`src/rtl/imm_dec_ctrl.sv`:
```
// Decode-stage controller for RV32I: classifies opcodes, drives the immediate
// generator select and holds decoded entries in a 2-deep skid-buffered ID/EX register.
module imm_dec_ctrl #(
    parameter int CNT_W = 16
) (
    input  logic             clk,
    input  logic             rst_n,
    input  logic             if_valid,
    input  logic [31:0]      if_instr,
    input  logic [31:0]      if_pc,
    output logic             if_ready,
    input  logic             flush,
    output logic [31:0]      ig_instr,
    output logic [2:0]       ig_ext_op,
    input  logic [31:0]      ig_imm,
    output logic             id_valid,
    input  logic             ex_ready,
    output logic [31:0]      id_pc,
    output logic [31:0]      id_imm,
    output logic [4:0]       id_rd,
    output logic [2:0]       id_ext_op,
    output logic             id_illegal,
    output logic [CNT_W-1:0] illegal_cnt,
    output logic [1:0]       dbgState
);

    typedef enum logic [1:0] {
        EMPTY = 2'd0,
        ONE   = 2'd1,
        TWO   = 2'd2
    } bufState_t;

    typedef struct packed {
        logic [31:0] pc;
        logic [31:0] imm;
        logic [4:0]  rd;
        logic [2:0]  extOp;
        logic        illegal;
    } entry_t;

    bufState_t state;
    entry_t    outReg;
    entry_t    skidReg;
    entry_t    newEntry;
    logic [2:0] decExtOp;
    logic       decIllegal;
    logic       decNoImm;
    logic       accept;
    logic       consume;

    always_comb begin
        decExtOp   = 3'b000;
        decIllegal = 1'b0;
        decNoImm   = 1'b0;
        case (if_instr[6:0])
            7'b0010011, 7'b0000011, 7'b1100111,
            7'b1110011, 7'b0001111: decExtOp = 3'b000;
            7'b0110111, 7'b0010111: decExtOp = 3'b001;
            7'b0100011:             decExtOp = 3'b010;
            7'b1100011:             decExtOp = 3'b011;
            7'b1101111:             decExtOp = 3'b100;
            7'b0110011:             decNoImm = 1'b1;
            default:                decIllegal = 1'b1;
        endcase
    end

    assign ig_instr  = if_instr;
    assign ig_ext_op = decExtOp;

    assign newEntry.pc      = if_pc;
    assign newEntry.imm     = (decIllegal || decNoImm) ? 32'd0 : ig_imm;
    assign newEntry.rd      = if_instr[11:7];
    assign newEntry.extOp   = decExtOp;
    assign newEntry.illegal = decIllegal;

    // Transfer on either side happens only in a cycle where valid and ready are
    // both high at the clock edge; flush vetoes the fetch-side transfer.
    assign accept  = if_valid & if_ready & ~flush;
    assign consume = id_valid & ex_ready;

    always_ff @(posedge clk) begin
        if (!rst_n) begin
            state       <= EMPTY;
            outReg      <= '0;
            skidReg     <= '0;
            id_valid    <= 1'b0;
            if_ready    <= 1'b1;
            illegal_cnt <= '0;
        end else begin
            if (flush) begin
                state    <= EMPTY;
                id_valid <= 1'b0;
                if_ready <= 1'b1;
            end else begin
                case (state)
                    EMPTY: begin
                        if (accept) begin
                            outReg   <= newEntry;
                            state    <= ONE;
                            id_valid <= 1'b1;
                        end
                    end
                    ONE: begin
                        if (accept && consume) begin
                            outReg <= newEntry;
                        end else if (accept) begin
                            skidReg  <= newEntry;
                            state    <= TWO;
                            if_ready <= 1'b0;
                        end else if (consume) begin
                            state    <= EMPTY;
                            id_valid <= 1'b0;
                        end
                    end
                    TWO: begin
                        if (consume) begin
                            outReg   <= skidReg;
                            state    <= ONE;
                            if_ready <= 1'b1;
                        end
                    end
                    default: begin
                        state    <= EMPTY;
                        id_valid <= 1'b0;
                        if_ready <= 1'b1;
                    end
                endcase
            end
            if (accept && decIllegal && (illegal_cnt != {CNT_W{1'b1}}))
                illegal_cnt <= illegal_cnt + {{(CNT_W-1){1'b0}}, 1'b1};
        end
    end

    assign id_pc      = outReg.pc;
    assign id_imm     = outReg.imm;
    assign id_rd      = outReg.rd;
    assign id_ext_op  = outReg.extOp;
    assign id_illegal = outReg.illegal;
    assign dbgState   = state;

endmodule
```
`config.mk`:
```
export PLATFORM = sky130hd
export DESIGN_NAME = imm_dec_ctrl
export DESIGN_NICKNAME = d
export VERILOG_FILES = /design/src/rtl/imm_dec_ctrl.sv
export SDC_FILE = /design/constraint.sdc
export NUM_CORES = 1
export LEC_CHECK = 0
export BUFFER_PORTS_ARGS = -buffer_cell sky130_fd_sc_hd__buf_2
export CORE_MARGIN = 2
export CORE_UTILIZATION = 35
export CTS_BUF_LIST = sky130_fd_sc_hd__clkbuf_4 sky130_fd_sc_hd__clkbuf_8
export DETAILED_ROUTE_END_ITERATION = 12
export PLACE_DENSITY = 0.63
export RECOVER_POWER = 100
export SLEW_MARGIN = 20
export SYNTH_ARGS = -nofsm -noshare
export SYNTH_HDL_FRONTEND = slang
export SYNTH_SLANG_ARGS = --single-unit
```
`constraint.sdc`:
```
create_clock -name clk -period 2.2 [get_ports clk]
set_input_delay 0.22 -clock clk [delete_from_list [all_inputs] [get_ports clk]]
set_output_delay 0.22 -clock clk [all_outputs]
set_load 0.05 [all_outputs]
```
**Word-level counts from Yosys, hierarchy flattened**

Cells that the tools add are included.

- Add/subtract/negate cells: 1
- Equal/unequal tests: 22
- Multiplexer cells: 23
- Bitwise logic cells: 8
- Reductions and logical operators: 14

Operator list:

| kind | count |
|---|---|
| $mux 73 | 3 |
| $pmux 73 s3 | 1 |
| $mux 32 | 1 |
| $eq 7x7->1 const B | 4 |
| $eq 7x6->1 const B | 3 |
| $add 16x1->16 const B | 1 |
| $ne 16x16->1 const B | 1 |
| $eq 7x5->1 const B | 2 |
| $ne 2x2->1 const B | 7 |
| $pmux 3 s4 | 1 |
| $reduce_and 4->1 | 3 |
| $reduce_or 11->1 | 1 |
| $mux 2 | 5 |
| $reduce_and 5->1 | 2 |
| $mux 1 | 9 |
| $eq 7x2->1 const B | 1 |
| $eq 7x4->1 const B | 1 |
| $pmux 1 s3 | 2 |
| $pmux 2 s3 | 1 |
| $not 1->1 | 5 |
| $reduce_or 2->1 | 2 |
| $and 1x1->1 | 3 |
| $logic_and 1x1->1 | 3 |
| $ne 3x3->1 const B | 1 |
| other kinds (5) | 5 |

- Flip-flop bits (word level): 166
- Logic and storage cells: 82

**Logic depth before layout (Yosys ltp)**

Gate-level depths: netlist of the first run.

- Depth in word-level cells: 7
- Depth in mapped cells: 8
- Depth with buffers taken out: 6

**Worst setup path after synthesis of the first run**

OpenSTA, ideal clock, no wires.

- Kind: reg2reg
- Start point: register illegal_cnt[0]
- End point: register illegal_cnt[3]
- Library setup time: 0.124 ns
- Arrival time: 2.019 ns
- Data required time: 2.076 ns
- Slack: 0.057 ns
- Stages on the path, launching flop included: 8
- Buffers on the path: 1
- Cell sequence: dfxtp_1 -> ha_1 -> nand3_1 -> or3_1 -> o21ai_1 -> buf_2 -> nor3_1 -> mux2i_1

- Word-level cells in the longest chain between the ends: 2
- Elaborated cells on any way between the ends: 3

Ends and longest elaborated chain:

| element | RTL line | RTL |
|---|---|---|
| start: declaration | 23 | `output logic [CNT_W-1:0] illegal_cnt,` |
| start signal: assignment | 130 | `illegal_cnt <= illegal_cnt + {{(CNT_W-1){1'b0}}, 1'b1};` |
| branches (longest 2 deep; another with $add 16x1->16) | - |  |

Several ways; the timed one is not identified.
A chain may end at the register's enable or synchronous reset.

**Worst setup path after layout of the first run**

- Start point: register illegal_cnt[0]
- End point: register illegal_cnt[2]

The elaborated chain is that of the path after synthesis.

==> results of run 1 <==
==> worst register-to-register path, cell delays in order (launching register included) <==
cell and delay, ns:
dfxtp_1 0.42, ha_1 0.19, nand3_1 0.11, or3_1 0.47, o21ai_0 0.17, clkbuf_2 0.25, nor3b_1 0.10, mux2i_1 0.12
==> per-stage QoR <==
step / setup WS, ns / hold slack [ns]
after floorplan: 0.05670 / 0.3560
after global placement: 0.3178 / 0.4386
after detailed placement: 0.2855 / 0.4403
after CTS: 0.3137 / 0.00004621
after global routing: 0.08296 / 0.008875
final: 0.2453 / 0.02709
==> kinds of logic (layout without fill, tap and decap cells) <==
logic type | count (synthesis) | after routing | synth area share
adders and majority gates | 1 | 1 | 0.001708
and+or+nand+nor | 347 | 347 | 0.2072
DFF | 166 | 166 | 0.4537
muxes | 4 | 4 | 0.005467
buffers and inverters | 111 | 286 | 0.08217
AOI/OAI and AO/OA | 257 | 257 | 0.2497
==> layer usage <==
layer,global-route usage,routed length (µm),vias up
met3,0.05828,1475,20
met4,0.04667,252,0
met1,0.2195,8563,3069
li1,-,-,3392
met5,0,0,-
met2,0.2924,9413,180
==> cells in the final DEF (no fill, tap or decap), types with 3 or more instances in the layout <==
master / n
nand2_1: 210
dfxtp_1: 166
clkbuf_1: 109
a21oi_1: 97
buf_2: 80
nor2_1: 48
dlygate4sd3_1: 41
a311oi_1: 39
o21ai_0: 38
nand3_1: 38
a22oi_2: 30
a21oi_2: 25
clkbuf_8: 19
buf_4: 12
o31ai_1: 8
or4_1: 8
nand2b_1: 7
buf_12: 7
nor3_1: 6
inv_6: 5
nand3b_1: 4
or3_1: 4
mux2i_1: 4
and4_1: 3
o21ai_1: 3
nand4_1: 3
clkinvlp_4: 3
==> area by class of cell <==
class                   instances  share of cell area
repair buffers                251              0.1640
multi-input cells             609              0.3832
flip-flops and latches        166              0.3727
clock buffers                  20             0.03017
well taps                     270             0.03788
clock inverters                12             0.01052
inverters                       3            0.001543
==> power by group through the flow <==
stage | clock network [W] | registers (W) | logic [W]
3_5_place_dp | 0 | 0.00323 | 0.000997
4_1_cts | 0.00214 | 0.00316 | 0.00105
5_1_grt | 0.00224 | 0.00318 | 0.00108
3_3_place_gp | 0 | 0.00323 | 0.000989
6_report | 0.00205 | 0.00316 | 0.00101
2_1_floorplan | 0 | 0.00356 | 0.000464
==> path summary, 6_finish.rpt <==
path	start	to	cells after the start
min reg2reg	skidReg[53]	skidReg[53]	2
min	ig_imm[29]	skidReg[38]	3
max	illegal_cnt[0]	illegal_cnt[2]	7
max reg2reg	illegal_cnt[0]	illegal_cnt[2]	7
==> flip-flops by register name, indices dropped and copies added, names as in the netlist <==
signal and count:
skidReg 73, id_imm 32, id_pc 32, illegal_cnt 16
id_rd 5, id_ext_op 3, dbgState 2, id_illegal 1
id_valid 1, if_ready 1
==> run summary, run 1 <==
Status = complete, no violations
Worst path top cell family by delay = simple AND/OR/NAND/NOR gates
Worst hold path type = in2reg
Final Slew Violations = 0
# Max-Cap Violations = 0
CTS H-tree depth = 4
P per Cell Area = 698.3 nW/µm²
Layout cells sized above 1 = 0.1838
Post-CTS setup buffers = 0
Worst Setup Start Kind = flip-flop
Element type at the critical path end = flip-flop
Antenna diode count = 0
Grt ovf = 0
Clock slew at the register clock pins of the worst setup and hold paths = 0.09 ns
Final period utilization = 0.8885
Cell at the slowest stage of the critical path = or3_1
Cell variety after synth = 50
Yosys warns = 0
Top-count cell post-synth = nand2_1
Area post-placement = 8310 µm²
Placed Instances = 1258
Async set-reset flop share out of synthesis = 0
Sinks on Clock Net = 166
Routed Antenna Nets = 0
Largest cells by area after synthesis = dfxtp_1 (45%), nand2_1 (11%), a21oi_1 (6.6%)
Fillers = 2104
Post-CTS Hold Buffers = 41
Via/cell ratio = 5.005
Synth Area per Inst = 8.267 µm²
Port Buffers = 188
Maximum number of pins on one net before global-route repair = 56
CP arrival = 2.28 ns
Placed wire-length estimate = 12650 µm
Net count after synthesis = 988
Finished Cell Area = 8917 µm²
Total Power = 0.006227 W
Wirelength per Cell = 14.80 µm
Post-synth top cells = nand2_1 (211), dfxtp_1 (166), a21oi_1 (97)
Vias in the first global route = 6199
Comb power frac = 0.163
Initial core utilization = 0.3597
Share of the synthesized area in the top cell type = 0.4537
Seq/Total Area, Yosys = 0.4537
Internal power component = 0.004256 W
First-pass detailed-route iteration total = 5
EDFF count, synth = 0
Worst Tran Pin Value = 0.7175 ns
Fmax achieved = 511.6 MHz
Die width = 148.7 µm
Part of the power in registers = 0.508
Placer Congestion = 0.7608
Maximum clock path buffer count = 2
Worst VDD drop = 518.2 µV
Setup repair after global routing missed its margin = false
Util after Layout = 0.4379
Synth area leader = dfxtp_1
Final Hold Viols = 0
Clock Tree Root = clkbuf_8
Relative slew slack = 0.5237
Synth Cell Area = 7325 µm²
Critical Path RT = 2.53 ns
Gate Count Post-Synth = 886
Die Y = 148.7 µm
Final wirelength = 19700 µm
Core Footprint = 20360 µm²
Final min period = 1.955 ns
Final Setup Violations = 0
Clock Power Share = 0.329
Area occupied by registers = 3323 µm²
Flop-to-flop setup slack = 0.25 ns
Sw Pwr = 0.001971 W
Cell breakdown of the critical path = ha_1 -> nand3_1 -> or3_1 -> o21ai_0 -> clkbuf_2 -> nor3b_1 -> mux2i_1
Finished Layout Cells = 1331
Synthesis-to-finish area growth = 21.75%
Crit path max fanout = 12
FP Rows = 52
Leak pwr = 2.986 nW
Nets@finish = 1150
CP peak stage delay = 0.47 ns
Resized cells post-CTS = 0
Vias post-DR = 6661
Io pins = 229
Crit Path Class = reg2reg
Yosys reg bits = 166
Die area = 22100 µm²
Switch share = 0.3166
Footprint of the multi-input gates = 3417 µm²
Gr usage total = 0.1759
CTS tree = built
Initial antenna violation count = 0
Num CTS Buffers = 17
DR DRC count = 0
Max Clock Skew = 0.01393 ns
DR iter-0 viols = 317
Top FF cell, synth = dfxtp_1
Buf/Inv on CP = 1
First-pass GRT wire length = 31480 µm
Setup TNS = 0 ns
Clock Latency Late Sink = 0.45 ns
Note: power is estimated with default switching activity, not from simulation.
==> run 2: changes to the inputs <==
--- a/config.mk
+++ b/config.mk
@@ -6,11 +6,13 @@
 export NUM_CORES = 1
 export LEC_CHECK = 0
 export BUFFER_PORTS_ARGS = -buffer_cell sky130_fd_sc_hd__buf_2
+export CELL_PAD_IN_SITES_DETAIL_PLACEMENT = 1
+export CELL_PAD_IN_SITES_GLOBAL_PLACEMENT = 1
 export CORE_MARGIN = 2
 export CORE_UTILIZATION = 35
 export CTS_BUF_LIST = sky130_fd_sc_hd__clkbuf_4 sky130_fd_sc_hd__clkbuf_8
 export DETAILED_ROUTE_END_ITERATION = 12
-export PLACE_DENSITY = 0.63
+export PLACE_DENSITY = 0.81
 export RECOVER_POWER = 100
 export SLEW_MARGIN = 20
 export SYNTH_ARGS = -nofsm -noshare
==> run 2 against run 1 <==
  * Clock power increased by 13%
  * Critical path depth unchanged
  * Non-clock buffer count decreased by 14
  * Via count increased by 3.4%
  * Clock-buffer cell count decreased by 1
  * Clock skew decreased by 0.0026 ns
  * Worst hold slack improved by 0.0056 ns
  * Wire length increased by 11%
  * Critical path type unchanged
  * Critical endpoint unchanged
==> run summary, run 2 (synthesis results as in run 1) <==
CP arrival = 2.29 ns
Final min period = 1.973 ns
Resized cells post-CTS = 0
Clock Power Share = 0.357
Wirelength per Cell = 16.70 µm
Total Power = 0.006489 W
Final Slew Violations = 0
Sinks on Clock Net = 166
Core Footprint = 20360 µm²
Final Hold Viols = 0
Antenna diode count = 0
Die width = 148.7 µm
Switch share = 0.3020
Clock Latency Late Sink = 0.44 ns
Maximum number of pins on one net before global-route repair = 55
Grt ovf = 0
Via/cell ratio = 5.238
Comb power frac = 0.156
Die Y = 148.7 µm
Crit path max fanout = 12
Initial antenna violation count = 0
First-pass GRT wire length = 35450 µm
Final wirelength = 21960 µm
Largest register FFs = 73
Setup repair after global routing missed its margin = false
Status = complete, no violations
Most frequent cells in the layout = nand2_1 (210), dfxtp_1 (166), clkbuf_1 (109), a21oi_1 (97), buf_2 (80)
Initial core utilization = 0.3597
Final Setup Violations = 0
Nets@finish = 1136
Post-CTS setup buffers = 0
Setup TNS = 0 ns
Biggest register = skidReg
FP Rows = 52
Clock slew at the register clock pins of the worst setup and hold paths = 0.09 ns
Met1 usage = 0.2303
Fillers = 2540
Leak pwr = 2.966 nW
Critical Path RT = 2.52 ns
Gr busiest metal = met2
Internal power component = 0.004529 W
First-pass detailed-route iteration total = 4
Worst VDD drop = 325.9 µV
Met2 GRT Util = 0.3572
Vias post-DR = 6888
Grt met3 use = 0.05031
Port Buffers = 188
Clock Tree Root = clkbuf_8
DR DRC count = 0
CTS H-tree depth = 4
Worst hold path type = in2reg
Vias in the first global route = 7020
Gr usage total = 0.1983
Final period utilization = 0.8970
Max Clock Skew = 0.01137 ns
Synthesis-to-finish area growth = 20.82%
Relative slew slack = 0.5237
Placed wire-length estimate = 14700 µm
P per Cell Area = 733.2 nW/µm²
# Max-Cap Violations = 0
DR iter-0 viols = 251
Element type at the critical path end = flip-flop
Sw Pwr = 0.001960 W
Placer Congestion = 0.7532
Maximum clock path buffer count = 2
Num CTS Buffers = 17
Layout cells sized above 1 = 0.1904
Die area = 22100 µm²
Post-CTS Hold Buffers = 20
Crit Path Class = reg2reg
Worst Tran Pin Value = 0.7090 ns
Part of the power in registers = 0.488
Worst-case hold slack = 0.03264 ns
CTS tree = built
Fmax achieved = 506.7 MHz
Most common cell after layout, fill and taps aside = nand2_1
Routed Antenna Nets = 0
Io pins = 229
Worst Setup Start Kind = flip-flop
## run 2: changes by cell type in the layout (fill, tap and decap cells not counted), sizes merged
cell         previous run  this run
inv                     8         4
buf                    99       104
dlygate4sd3            41        21
bufinv                  0         3
## run 2: worst max-delay path, cell delays in order (launching register included)
cell and delay [ns]:
dfxtp_1 0.41, ha_1 0.19, nand3_1 0.13, or3_1 0.49
o21ai_1 0.16, clkbuf_2 0.24, nor3b_1 0.10, mux2i_1 0.13
## run 2: area by class of cell
cell class	instances	area (µm²)	share of cell area
repair buffers	237	1343	0.1517
clock buffers	19	255.2	0.02884
inverters	3	13.76	0.001555
flip-flops and latches	166	3323	0.3755
well taps	270	337.8	0.03817
clock inverters	11	152.6	0.01725
multi-input cells	609	3425	0.3870
## run 2: per-layer routing
metal	routed length, µm	up-vias
met5	0	-
met4	293	0
met3	1121	18
met2	11040	139
met1	9507	3368
li1	-	3363
## run 2: power by group through the flow
stage	combinational, W	sequential [W]	clock, W
6_report	0.00101	0.00316	0.00231
5_1_grt	0.00108	0.00318	0.00251
4_1_cts	0.00105	0.00316	0.00240
3_5_place_dp	0.00102	0.00323	0
3_3_place_gp	0.00100	0.00323	0
2_1_floorplan	0.000464	0.00356	0
## run 2: through the flow
stage | area (µm²) | cells | utilization | setup slack [ns]
finish | 8850 | 1315 | 0.4346 | 0.2265
global route | 8850 | 1315 | 0.4346 | 0.04082
CTS | 8989 | 1314 | 0.4414 | 0.2164
detailed placement | 8381 | 1264 | 0.4115 | 0.2535
global placement | 8381 | 1264 | 0.4115 | 0.3319
floorplan | 7325 | 886 | - | 0.05670
## run 2: final timing paths
| path | depth (start not counted) | slack, ns | start | end |
|---|---|---|---|---|
| min | 3 | 0.03 | if_pc[6] | skidReg[47] |
| max reg2reg | 7 | 0.23 | illegal_cnt[0] | illegal_cnt[2] |
| min reg2reg | 2 | 0.46 | skidReg[46] | skidReg[46] |
| max | 7 | 0.23 | illegal_cnt[0] | illegal_cnt[2] |
==> run 3: changes to the inputs <==
--- a/config.mk
+++ b/config.mk
@@ -5,6 +5,7 @@
 export SDC_FILE = /design/constraint.sdc
 export NUM_CORES = 1
 export LEC_CHECK = 0
+export ABC_AREA = 1
 export BUFFER_PORTS_ARGS = -buffer_cell sky130_fd_sc_hd__buf_2
 export CELL_PAD_IN_SITES_DETAIL_PLACEMENT = 1
 export CELL_PAD_IN_SITES_GLOBAL_PLACEMENT = 1
@@ -12,7 +13,7 @@
 export CORE_UTILIZATION = 35
 export CTS_BUF_LIST = sky130_fd_sc_hd__clkbuf_4 sky130_fd_sc_hd__clkbuf_8
 export DETAILED_ROUTE_END_ITERATION = 12
-export PLACE_DENSITY = 0.81
+export PLACE_DENSITY = 0.83
 export RECOVER_POWER = 100
 export SLEW_MARGIN = 20
 export SYNTH_ARGS = -nofsm -noshare
==> run 3 against run 2 <==
  * Flip-flop and latch count unchanged
  * Combinational power about the same
  * Via count up 14%
  * Utilization down 1.5 points
==> run summary, run 3 <==
Status = complete, no violations
Comb power frac = 0.157
Metal2 WL = 11080 µm
Biggest register = skidReg
Top-count cell post-synth = nor2_1
Die area = 23290 µm²
Final Hold Viols = 0
Worst flop-to-flop path startpoint = dbgState[0]
Final wirelength = 23830 µm
Max Clock Skew = 0.02214 ns
Largest cells by area after synthesis = dfxtp_1 (43%), o21ai_0 (11%), nor2_1 (9.1%)
Finished Cell Area = 9117 µm²
Relative slew slack = 0.5343
Fmax achieved = 523.3 MHz
First-pass GRT wire length = 39870 µm
Port Buffers = 188
Initial core utilization = 0.3553
Crit path max fanout = 33
Routed Antenna Nets = 0
RR Endpoint = id_imm[25]
Initial antenna violation count = 3
Layout cells sized above 1 = 0.1167
Hold path start = ig_imm[1]
Async set-reset flop share out of synthesis = 0
Placer Congestion = 0.8080
Yosys reg bits = 166
Die width = 152.6 µm
Num CTS Buffers = 17
Die Y = 152.6 µm
Element type at the critical path end = flip-flop
Vias in the first global route = 7946
Final Slew Violations = 0
Top FF cell, synth = dfxtp_1
Yosys warns = 0
FP Rows = 54
Core Footprint = 21760 µm²
Clock Latency Late Sink = 0.47 ns
DR iter-0 viols = 412
Grt ovf = 0
Setup repair after global routing missed its margin = false
Post-CTS setup buffers = 0
CTS H-tree depth = 4
Clock Power Share = 0.353
Clock slew at the register clock pins of the worst setup and hold paths = 0.09 ns
Critical Path RT = 2.55 ns
Worst Tran Pin Value = 0.7016 ns
Wirelength per Cell = 15.38 µm
Post-synth top cells = nor2_1 (188), o21ai_0 (169), dfxtp_1 (166)
Final Setup Violations = 0
Gate Count Post-Synth = 1116
Hold EP = skidReg[10]
CP arrival = 2.26 ns
Worst Setup Start Kind = flip-flop
Worst-case hold slack = 0.03504 ns
Maximum clock path buffer count = 2
Final min period = 1.911 ns
Synthesis-to-finish area growth = 17.95%
Highest routed layer = met5
Area post-placement = 8665 µm²
Setup TNS = 0 ns
Synth Area per Inst = 6.926 µm²
Part of the power in registers = 0.490
Switch share = 0.3224
Most common cell after layout, fill and taps aside = nor2_1
Final Worst Setup Slack = 0.2892 ns
Vias post-DR = 7823
Clock Tree Root = clkbuf_8
Gr usage total = 0.2051
Met3 wire length = 1475 µm
Via/cell ratio = 5.050
Sinks on Clock Net = 166
CTS tree = built
Most frequent cells in the layout = nor2_1 (189), o21ai_0 (170), dfxtp_1 (166), nand2_1 (157), a21oi_1 (116)
Post-Place Setup Slack = 0.3705 ns
P per Cell Area = 714.3 nW/µm²
First-pass detailed-route iteration total = 4
Seq/Total Area, Yosys = 0.4299
Reg2Reg Depth = 7
Share of the synthesized area in the top cell type = 0.4299
Crit Path Class = reg2reg
EDFF count, synth = 0
Flop-to-flop setup slack = 0.29 ns
Worst VDD drop = 383.0 µV
Hold Path Stages = 3
Sw Pwr = 0.002100 W
Net count after synthesis = 1218
# Max-Cap Violations = 0
Largest register FFs = 73
Final period utilization = 0.8685
Io pins = 229
M1 WL = 10700 µm
Worst hold path type = in2reg
Placed wire-length estimate = 15760 µm
Synth area leader = dfxtp_1
Cell variety after synth = 32
Synth Cell Area = 7730 µm²
DR DRC count = 0
Maximum number of pins on one net before global-route repair = 114
Nets@finish = 1357
Internal power component = 0.004413 W
Leak pwr = 3.608 nW
-- run 3: cell type report --
cell class / instances / area (µm²)
fillers: 2885 / 12640
multi-input cells: 740 / 3411
flip-flops and latches: 166 / 3323
repair buffers: 231 / 1256
inverters: 99 / 374.1
well taps: 280 / 350.3
clock buffers: 17 / 234.0
clock inverters: 15 / 166.4
diodes: 1 / 2.502
-- run 3: worst max-delay path by stage --
stage | slack [ns] | from | endpoint
after global routing | 0.09 | dbgState[0] | id_pc[16]
after global placement | 0.42 | dbgState[0] | id_pc[26]
after floorplan | 0.15 | illegal_cnt[0] | illegal_cnt[4]
after CTS | 0.36 | dbgState[0] | id_pc[13]
after detailed placement | 0.37 | dbgState[0] | id_pc[8]
final | 0.29 | dbgState[0] | id_imm[25]
-- run 3: cells by family (layout without fill, tap and decap cells) --
kind of cell | count (synthesis) | in the layout | share of synthesized area
DFF | 166 | 166 | 0.4299
buffers and inverters | 210 | 362 | 0.1285
and+or+nand+nor | 428 | 428 | 0.2339
AOI/OAI and AO/OA | 304 | 304 | 0.1981
other | 0 | 1 | 0
adders and majority gates | 1 | 1 | 0.001618
xor gates and xnor gates | 7 | 7 | 0.007932
-- run 3: what timing repair did --
item,4_1_cts,5_1_grt
gates resized for setup,0,0
hold buffers,21,0
hold endpoints to repair,21,0
-- run 3: power groups by stage --
| stage | clock network (W) | logic [W] | registers [W] |
|---|---|---|---|
| floorplan | 0 | 0.000489 | 0.00357 |
| global placement | 0 | 0.00101 | 0.00325 |
| detailed placement | 0 | 0.00103 | 0.00325 |
| CTS | 0.00238 | 0.00106 | 0.00319 |
| global route | 0.00251 | 0.00111 | 0.00320 |
| finish | 0.00230 | 0.00102 | 0.00319 |
-- run 3: worst max-delay path, stage by stage, from the launching register on --
cell	delay (ns)
dfxtp_1	0.50
nor2_2	0.09
clkbuf_2	0.23
inv_4	0.37
clkbuf_2	0.33
nor2_1	0.08
nor2_1	0.13
a21oi_1	0.08
-- run 3: per-layer routing --
layer,up-vias,GRT usage
met1,3693,0.2589
met5,-,0
li1,3878,-
met3,40,0.04835
met4,4,0.06702
met2,208,0.3457
-- run 3: stage by stage --
| stage | util | total power, W | std cells |
|---|---|---|---|
| 2_1_floorplan | - | 0.004064 | 1116 |
| 3_3_place_gp | 0.3983 | 0.004258 | 1495 |
| 3_5_place_dp | 0.3983 | 0.004282 | 1495 |
| 4_1_cts | 0.4263 | 0.006626 | 1548 |
| 5_1_grt | 0.4190 | 0.006829 | 1548 |
| 6_report | 0.4191 | 0.006513 | 1549 |
